### config.mk
export PLATFORM = sky130hd
export DESIGN_NAME = hazard_forward_ctrl
export DESIGN_NICKNAME = d
export VERILOG_FILES = /design/src/rtl/hazard_pkg.sv /design/src/rtl/hazard_src_match.sv /design/src/rtl/hazard_forward_ctrl.sv
export SDC_FILE = /design/constraint.sdc
export NUM_CORES = 1
export LEC_CHECK = 0
export CAP_MARGIN = 5
export CORE_ASPECT_RATIO = 1.25
export CORE_MARGIN = 10
export CORE_UTILIZATION = 52
export CTS_CLUSTER_SIZE = 28
export DETAILED_ROUTE_END_ITERATION = 12
export PLACE_DENSITY_LB_ADDON = 0.12
export SYNTH_ARGS = -nofsm -noshare
export SYNTH_HDL_FRONTEND = slang
export SYNTH_SLANG_ARGS = --single-unit
export TNS_END_PERCENT = 1
### constraint.sdc
create_clock -name clk -period 2.73 [get_ports clk]
set_input_delay 0.273 -clock clk [delete_from_list [all_inputs] [get_ports clk]]
set_output_delay 0.273 -clock clk [all_outputs]
set_load 0.02 [all_outputs]
### src/rtl/hazard_pkg.sv
// Shared encodings for the hazard/forwarding controller: mux selects, FSM states and the
// per-stage shadow control record.
package hazard_pkg;

  // Must stay in step with the mux_3x1 input ordering in EX.
  localparam logic [1:0] FWD_RF  = 2'b00;
  localparam logic [1:0] FWD_WB  = 2'b01;
  localparam logic [1:0] FWD_MEM = 2'b10;

  typedef enum logic {
    StRun   = 1'b0,
    StStall = 1'b1
  } state_e;

  // rd is kept beside this record since its width follows the REG_AW parameter.
  typedef struct packed {
    logic valid;
    logic reg_write;
    logic mem_read;
  } stage_ctl_t;

endpackage

### src/rtl/hazard_src_match.sv
// Compares one ID source register against the EX and MEM shadow producers and
// returns the forwarding select plus load-use / any-hit flags.
module hazard_src_match
  import hazard_pkg::*;
#(
  parameter int unsigned REG_AW = 5
) (
  input  logic [REG_AW-1:0] rs,
  input  stage_ctl_t        ex_ctl,
  input  logic [REG_AW-1:0] ex_rd,
  input  logic              mem_valid,
  input  logic              mem_reg_write,
  input  logic [REG_AW-1:0] mem_rd,
  output logic [1:0]        sel,
  output logic              load_hit,
  output logic              any_hit
);

  logic ex_hit;
  logic mem_hit;

  always_comb begin
    ex_hit  = (rs != '0) && ex_ctl.valid && ex_ctl.reg_write && (ex_rd == rs);
    mem_hit = (rs != '0) && mem_valid && mem_reg_write && (mem_rd == rs);
    // Youngest producer wins.
    sel = FWD_RF;
    if (ex_hit) begin
      sel = FWD_MEM;
    end else if (mem_hit) begin
      sel = FWD_WB;
    end
    load_hit = ex_hit && ex_ctl.mem_read;
    any_hit  = ex_hit || mem_hit;
  end

endmodule

### src/rtl/hazard_forward_ctrl.sv
// Pipeline hazard controller: shadows EX/MEM producer info, registers EX forwarding selects,
// and drives stall/flush enables plus stall/flush performance counters.
module hazard_forward_ctrl
  import hazard_pkg::*;
#(
  parameter int unsigned REG_AW     = 5,
  parameter bit          ENABLE_FWD = 1'b1,
  parameter int unsigned CNT_W      = 32
) (
  input  logic              clk,
  input  logic              rst_n,
  input  logic              id_valid,
  input  logic [REG_AW-1:0] id_rs1,
  input  logic [REG_AW-1:0] id_rs2,
  input  logic [REG_AW-1:0] id_rd,
  input  logic              id_reg_write,
  input  logic              id_mem_read,
  input  logic              ex_branch_taken,
  input  logic              mem_stall,
  output logic [1:0]        fwd_a_sel,
  output logic [1:0]        fwd_b_sel,
  output logic              pc_write,
  output logic              if_id_write,
  output logic              if_id_flush,
  output logic              id_ex_flush,
  output logic [CNT_W-1:0]  stall_cnt,
  output logic [CNT_W-1:0]  flush_cnt
);

  localparam logic [CNT_W-1:0] CntOne = {{(CNT_W-1){1'b0}}, 1'b1};

  stage_ctl_t        ex_ctl_q, ex_ctl_d;
  logic [REG_AW-1:0] ex_rd_q, ex_rd_d;
  logic              mem_valid_q, mem_valid_d;
  logic              mem_rw_q, mem_rw_d;
  logic [REG_AW-1:0] mem_rd_q, mem_rd_d;
  logic [1:0]        sel_a_q, sel_a_d, sel_b_q, sel_b_d;
  logic [CNT_W-1:0]  stall_cnt_q, stall_cnt_d, flush_cnt_q, flush_cnt_d;
  state_e            state_q, state_d;

  logic [1:0] a_sel, b_sel;
  logic       a_load, b_load, a_any, b_any;
  logic       hazard_stall;
  logic       flush;

  hazard_src_match #(.REG_AW(REG_AW)) u_match_rs1 (
    .rs            (id_rs1),
    .ex_ctl        (ex_ctl_q),
    .ex_rd         (ex_rd_q),
    .mem_valid     (mem_valid_q),
    .mem_reg_write (mem_rw_q),
    .mem_rd        (mem_rd_q),
    .sel           (a_sel),
    .load_hit      (a_load),
    .any_hit       (a_any)
  );

  hazard_src_match #(.REG_AW(REG_AW)) u_match_rs2 (
    .rs            (id_rs2),
    .ex_ctl        (ex_ctl_q),
    .ex_rd         (ex_rd_q),
    .mem_valid     (mem_valid_q),
    .mem_reg_write (mem_rw_q),
    .mem_rd        (mem_rd_q),
    .sel           (b_sel),
    .load_hit      (b_load),
    .any_hit       (b_any)
  );

  always_comb begin
    flush = ex_branch_taken;
    if (ENABLE_FWD) begin
      hazard_stall = id_valid && (a_load || b_load);
    end else begin
      hazard_stall = id_valid && (a_any || b_any);
    end
  end

  // FSM state register
  always_ff @(posedge clk) begin
    if (!rst_n) begin
      state_q <= StRun;
    end else begin
      state_q <= state_d;
    end
  end

  // FSM next state; a frozen pipeline holds whatever state it was in.
  always_comb begin
    state_d = state_q;
    if (!mem_stall) begin
      unique case (state_q)
        StRun:   state_d = (hazard_stall && !flush) ? StStall : StRun;
        StStall: state_d = (flush || !hazard_stall) ? StRun : StStall;
        default: state_d = StRun;
      endcase
    end
  end

  // FSM outputs, priority mem_stall > flush > hazard_stall > normal.
  always_comb begin
    pc_write    = 1'b0;
    if_id_write = 1'b0;
    if_id_flush = 1'b0;
    id_ex_flush = 1'b0;
    if (!rst_n || mem_stall) begin
      pc_write    = 1'b0;
    end else if (flush) begin
      pc_write    = 1'b1;
      if_id_write = 1'b1;
      if_id_flush = 1'b1;
      id_ex_flush = 1'b1;
    end else if (hazard_stall) begin
      id_ex_flush = 1'b1;
    end else begin
      pc_write    = 1'b1;
      if_id_write = 1'b1;
    end
  end

  // Shadow stages, selects and counters.
  always_comb begin
    ex_ctl_d    = ex_ctl_q;
    ex_rd_d     = ex_rd_q;
    mem_valid_d = mem_valid_q;
    mem_rw_d    = mem_rw_q;
    mem_rd_d    = mem_rd_q;
    sel_a_d     = sel_a_q;
    sel_b_d     = sel_b_q;
    stall_cnt_d = stall_cnt_q;
    flush_cnt_d = flush_cnt_q;
    if (!mem_stall) begin
      mem_valid_d = ex_ctl_q.valid;
      mem_rw_d    = ex_ctl_q.reg_write;
      mem_rd_d    = ex_rd_q;
      if (flush || hazard_stall) begin
        ex_ctl_d = '0;
        sel_a_d  = FWD_RF;
        sel_b_d  = FWD_RF;
        if (flush) begin
          flush_cnt_d = flush_cnt_q + CntOne;
        end else begin
          stall_cnt_d = stall_cnt_q + CntOne;
        end
      end else begin
        ex_ctl_d = '{valid: id_valid, reg_write: id_reg_write, mem_read: id_mem_read};
        ex_rd_d  = id_rd;
        sel_a_d  = ENABLE_FWD ? a_sel : FWD_RF;
        sel_b_d  = ENABLE_FWD ? b_sel : FWD_RF;
      end
    end
  end

  always_ff @(posedge clk) begin
    if (!rst_n) begin
      ex_ctl_q    <= '0;
      ex_rd_q     <= '0;
      mem_valid_q <= 1'b0;
      mem_rw_q    <= 1'b0;
      mem_rd_q    <= '0;
      sel_a_q     <= FWD_RF;
      sel_b_q     <= FWD_RF;
      stall_cnt_q <= '0;
      flush_cnt_q <= '0;
    end else begin
      ex_ctl_q    <= ex_ctl_d;
      ex_rd_q     <= ex_rd_d;
      mem_valid_q <= mem_valid_d;
      mem_rw_q    <= mem_rw_d;
      mem_rd_q    <= mem_rd_d;
      sel_a_q     <= sel_a_d;
      sel_b_q     <= sel_b_d;
      stall_cnt_q <= stall_cnt_d;
      flush_cnt_q <= flush_cnt_d;
    end
  end

  assign fwd_a_sel = sel_a_q;
  assign fwd_b_sel = sel_b_q;
  assign stall_cnt = stall_cnt_q;
  assign flush_cnt = flush_cnt_q;

endmodule

==> flow_metrics.env <==
export IMPL_rows=38
export IMPL_gp_congestion=0.8859
export IMPL_cts_sinks=83
export IMPL_synth_cell_types=52
export IMPL_final_common_cell="clkdlybuf4s50_1"
export IMPL_cp_arrival_ns=2.34
export IMPL_drv_cap=0
export IMPL_post_route_drc_count=0
export IMPL_die_w_um=105.4
export IMPL_critPathMaxFanout=3
export IMPL_clock_latency_ns=0.35
export IMPL_slew_headroom_pct=32.35
export IMPL_whs_ns=0.4753
export IMPL_hold_class="reg2reg"
export IMPL_start_util_pct=53.91
export IMPL_io_pins=94
export IMPL_area_growth_pct=26.17
export IMPL_status="finished, final reports clean"
export IMPL_cts_made_buffers=9
export IMPL_antenna_cells=0
export IMPL_hpwlAfterDp_um=9055
export IMPL_core_area_um2=8796
export IMPL_vias=4191
export IMPL_synthTopCellsByArea="dfxtp_1, mux2i_1, nand2_1"
export IMPL_io_buffers=93
export IMPL_rsz0062_at_grt="true"
export IMPL_fmax_mhz=382.2
export IMPL_hold_viol_final=0
export IMPL_synth_area_um2=4742
export IMPL_synth_seq_cells=83
export IMPL_vdd_drop_max_v=0.0002542
export IMPL_start_kind="input pin"
export IMPL_tightestPinTransition_ns=1.005
export IMPL_synth_top_area_share_pct=35.04
export IMPL_fin_crit_ns=2.617
export IMPL_power_density_nw_per_um2=381.4
export IMPL_endpoint_kind="output port"
export IMPL_design_die_area_um2=13360
export IMPL_path_class="in2out"
export IMPL_antenna_found_initial=0
export IMPL_min_period_over_period_pct=95.84
export IMPL_grt_max_degree=90
export IMPL_clock_tree_buffer_depth=2
export IMPL_drtAntennaViolNets=0
export IMPL_timing_rr_end="stall_cnt[26]"
export IMPL_grt_pass1_wl_um=19950
export IMPL_die_y_um=126.8
export IMPL_hp_start="stall_cnt[31]"
export IMPL_crit_required_ns=2.46
export IMPL_hold_end="stall_cnt[31]"
export IMPL_postSynthCellCount=533
export IMPL_cts_htree_levels=3
export IMPL_drive_gt1_share_pct=14.80
export IMPL_grt_usage_pct=17.81
export IMPL_vias_per_cell=5.551
export IMPL_post_route_util_pct=68.02
export IMPL_drt_first_iter_violations=163
export IMPL_yosys_area_top_type="dfxtp_1"
export IMPL_hold_path_cell_count=2
export IMPL_yosysWarnings=0
export IMPL_postCtsSetupRepairBufs=0
export IMPL_root_buffer="clkbuf_8"
export IMPL_final_nets=655
export IMPL_setup_viol=0
export IMPL_power_leakage_nw=2.029
export IMPL_ys_flop_type="dfxtp_1"
export IMPL_synth_enable_flop_cells=0
export IMPL_tritoncts="done"
export IMPL_grt_ovfl_total=0
export IMPL_dr_pass1_iters=4
export IMPL_synth_seq_area_share_pct=35.04
export IMPL_cts_clk_slew_worst_paths_ns=0.08
export IMPL_grt_pass1_vias=4044
export IMPL_fin_skew_ns=0.007041
export IMPL_r2r_slack_ns=0.35
export IMPL_rr_worst_depth=6
export IMPL_drv_slew=0
export IMPL_wl_um=12220
export IMPL_synthArstFlopShare_pct=0
export IMPL_final_cell_mix="clkdlybuf4s50_1, dfxtp_1, nand2_1"
export IMPL_syn_num_nets=557
export IMPL_synth_area_per_cell_um2=8.897
export IMPL_routedWlPerCell_um=16.19
export IMPL_rr_startpoint="ex_rd_q[2]"
-- through the flow --
| stage | area (um^2) | setup TNS [ns] | instances | setup WS (ns) | total power, mW |
|---|---|---|---|---|---|
| finish | 5983 | 0 | 755 | 0.1135 | 2.282 |
| global route | 5983 | -0.001658 | 755 | -0.001658 | 2.371 |
| CTS | 5974 | 0 | 755 | 0.07011 | 2.310 |
| detailed placement | 5798 | -0.4922 | 740 | -0.1561 | 1.470 |
| global placement | 5798 | -0.3408 | 740 | -0.1387 | 1.464 |
| floorplan | 4742 | 0 | 533 | 0.2267 | 1.383 |
-- area by class of cell --
| cell class | instances | area (um^2) |
|---|---|---|
| Sequential cell | 83 | 1668 |
| Inverter | 6 | 22.52 |
| Tap cell | 120 | 150.1 |
| Clock buffer | 12 | 135.1 |
| Clock inverter | 3 | 40.04 |
| Fill cell | 751 | 2813 |
| Multi-Input combinational cell | 411 | 2843 |
| Timing Repair Buffer | 120 | 1125 |
-- worst max-delay path: stages --
cell             delay (ns)
clkdlybuf4s50_1        0.52
xnor2_1                0.13
nand4_1                0.12
or4_2                  0.61
a21oi_4                0.22
a21boi_0               0.12
dlygate4sd2_1          0.34
-- cells in the mapped netlist, types with 6 or more instances --
master / instances
dfxtp_1: 83
nand2_1: 68
nor2_1: 42
mux2i_1: 40
nand2b_1: 30
nand4_1: 29
xor2_1: 29
nand3_1: 26
a21oi_2: 20
clkbuf_1: 18
xnor2_1: 15
nor3_1: 12
a21oi_1: 9
o21ai_0: 8
nor4_1: 7
o2111ai_1: 7
a2111oi_2: 6
and2_1: 6
and4_1: 6
-- flip-flops by register name, summed over array words and instances, names as in the netlist --
| register | cells |
|---|---|
| ex_rd_q | 5 |
| flush_cnt | 32 |
| fwd_a_sel | 2 |
| mem_rd_q | 5 |
| stall_cnt | 32 |
| mem_valid_q | 1 |
| mem_rw_q | 1 |
| ex_ctl_q | 3 |
| fwd_b_sel | 2 |
-- layer usage --
| layer | up-vias | global-route usage, % | part of all wire [%] |
|---|---|---|---|
| met3 | 18 | 5.066 | 5.6 |
| met5 | - | 0 | 0 |
| li1 | 2088 | - | - |
| met2 | 98 | 29.67 | 50 |
| met4 | 0 | 6.553 | 1.9 |
| met1 | 1987 | 21.27 | 43 |
-- where the power goes --
group	leakage (nW)	switching, mW	internal (mW)	total [mW]
Clock	0.0902	0.422	0.416	0.839
Sequential	0.672	0.0214	1.22	1.25
Combinational	1.27	0.103	0.0941	0.197
-- cells by family after synthesis --
group / synth area share, %
muxes: 8.443
xor gates and xnor gates: 8.127
adders and majority gates: 0.5276
AOI/OAI and AO/OA: 12.67
and+or+nand+nor: 29.97
DFF: 35.04
buffers and inverters: 5.224
-- what timing repair did --
item	CTS	global route
hold buffers	0	0
endpoints found under the setup margin	3	3
gates resized for setup	7	2
-- how the worst max path moves through the flow --
stage / from / to / slack (ns)
floorplan: id_rs2[1] / pc_write / 0.23
global placement: id_rs2[0] / id_ex_flush / -0.14
detailed placement: id_rs2[0] / id_ex_flush / -0.16
CTS: ex_rd_q[0] / if_id_write / 0.07
global route: id_rs2[2] / if_id_write / -0.002
finish: id_rs2[4] / if_id_write / 0.11
No activity file was read; power rests on OpenSTA's default activity.
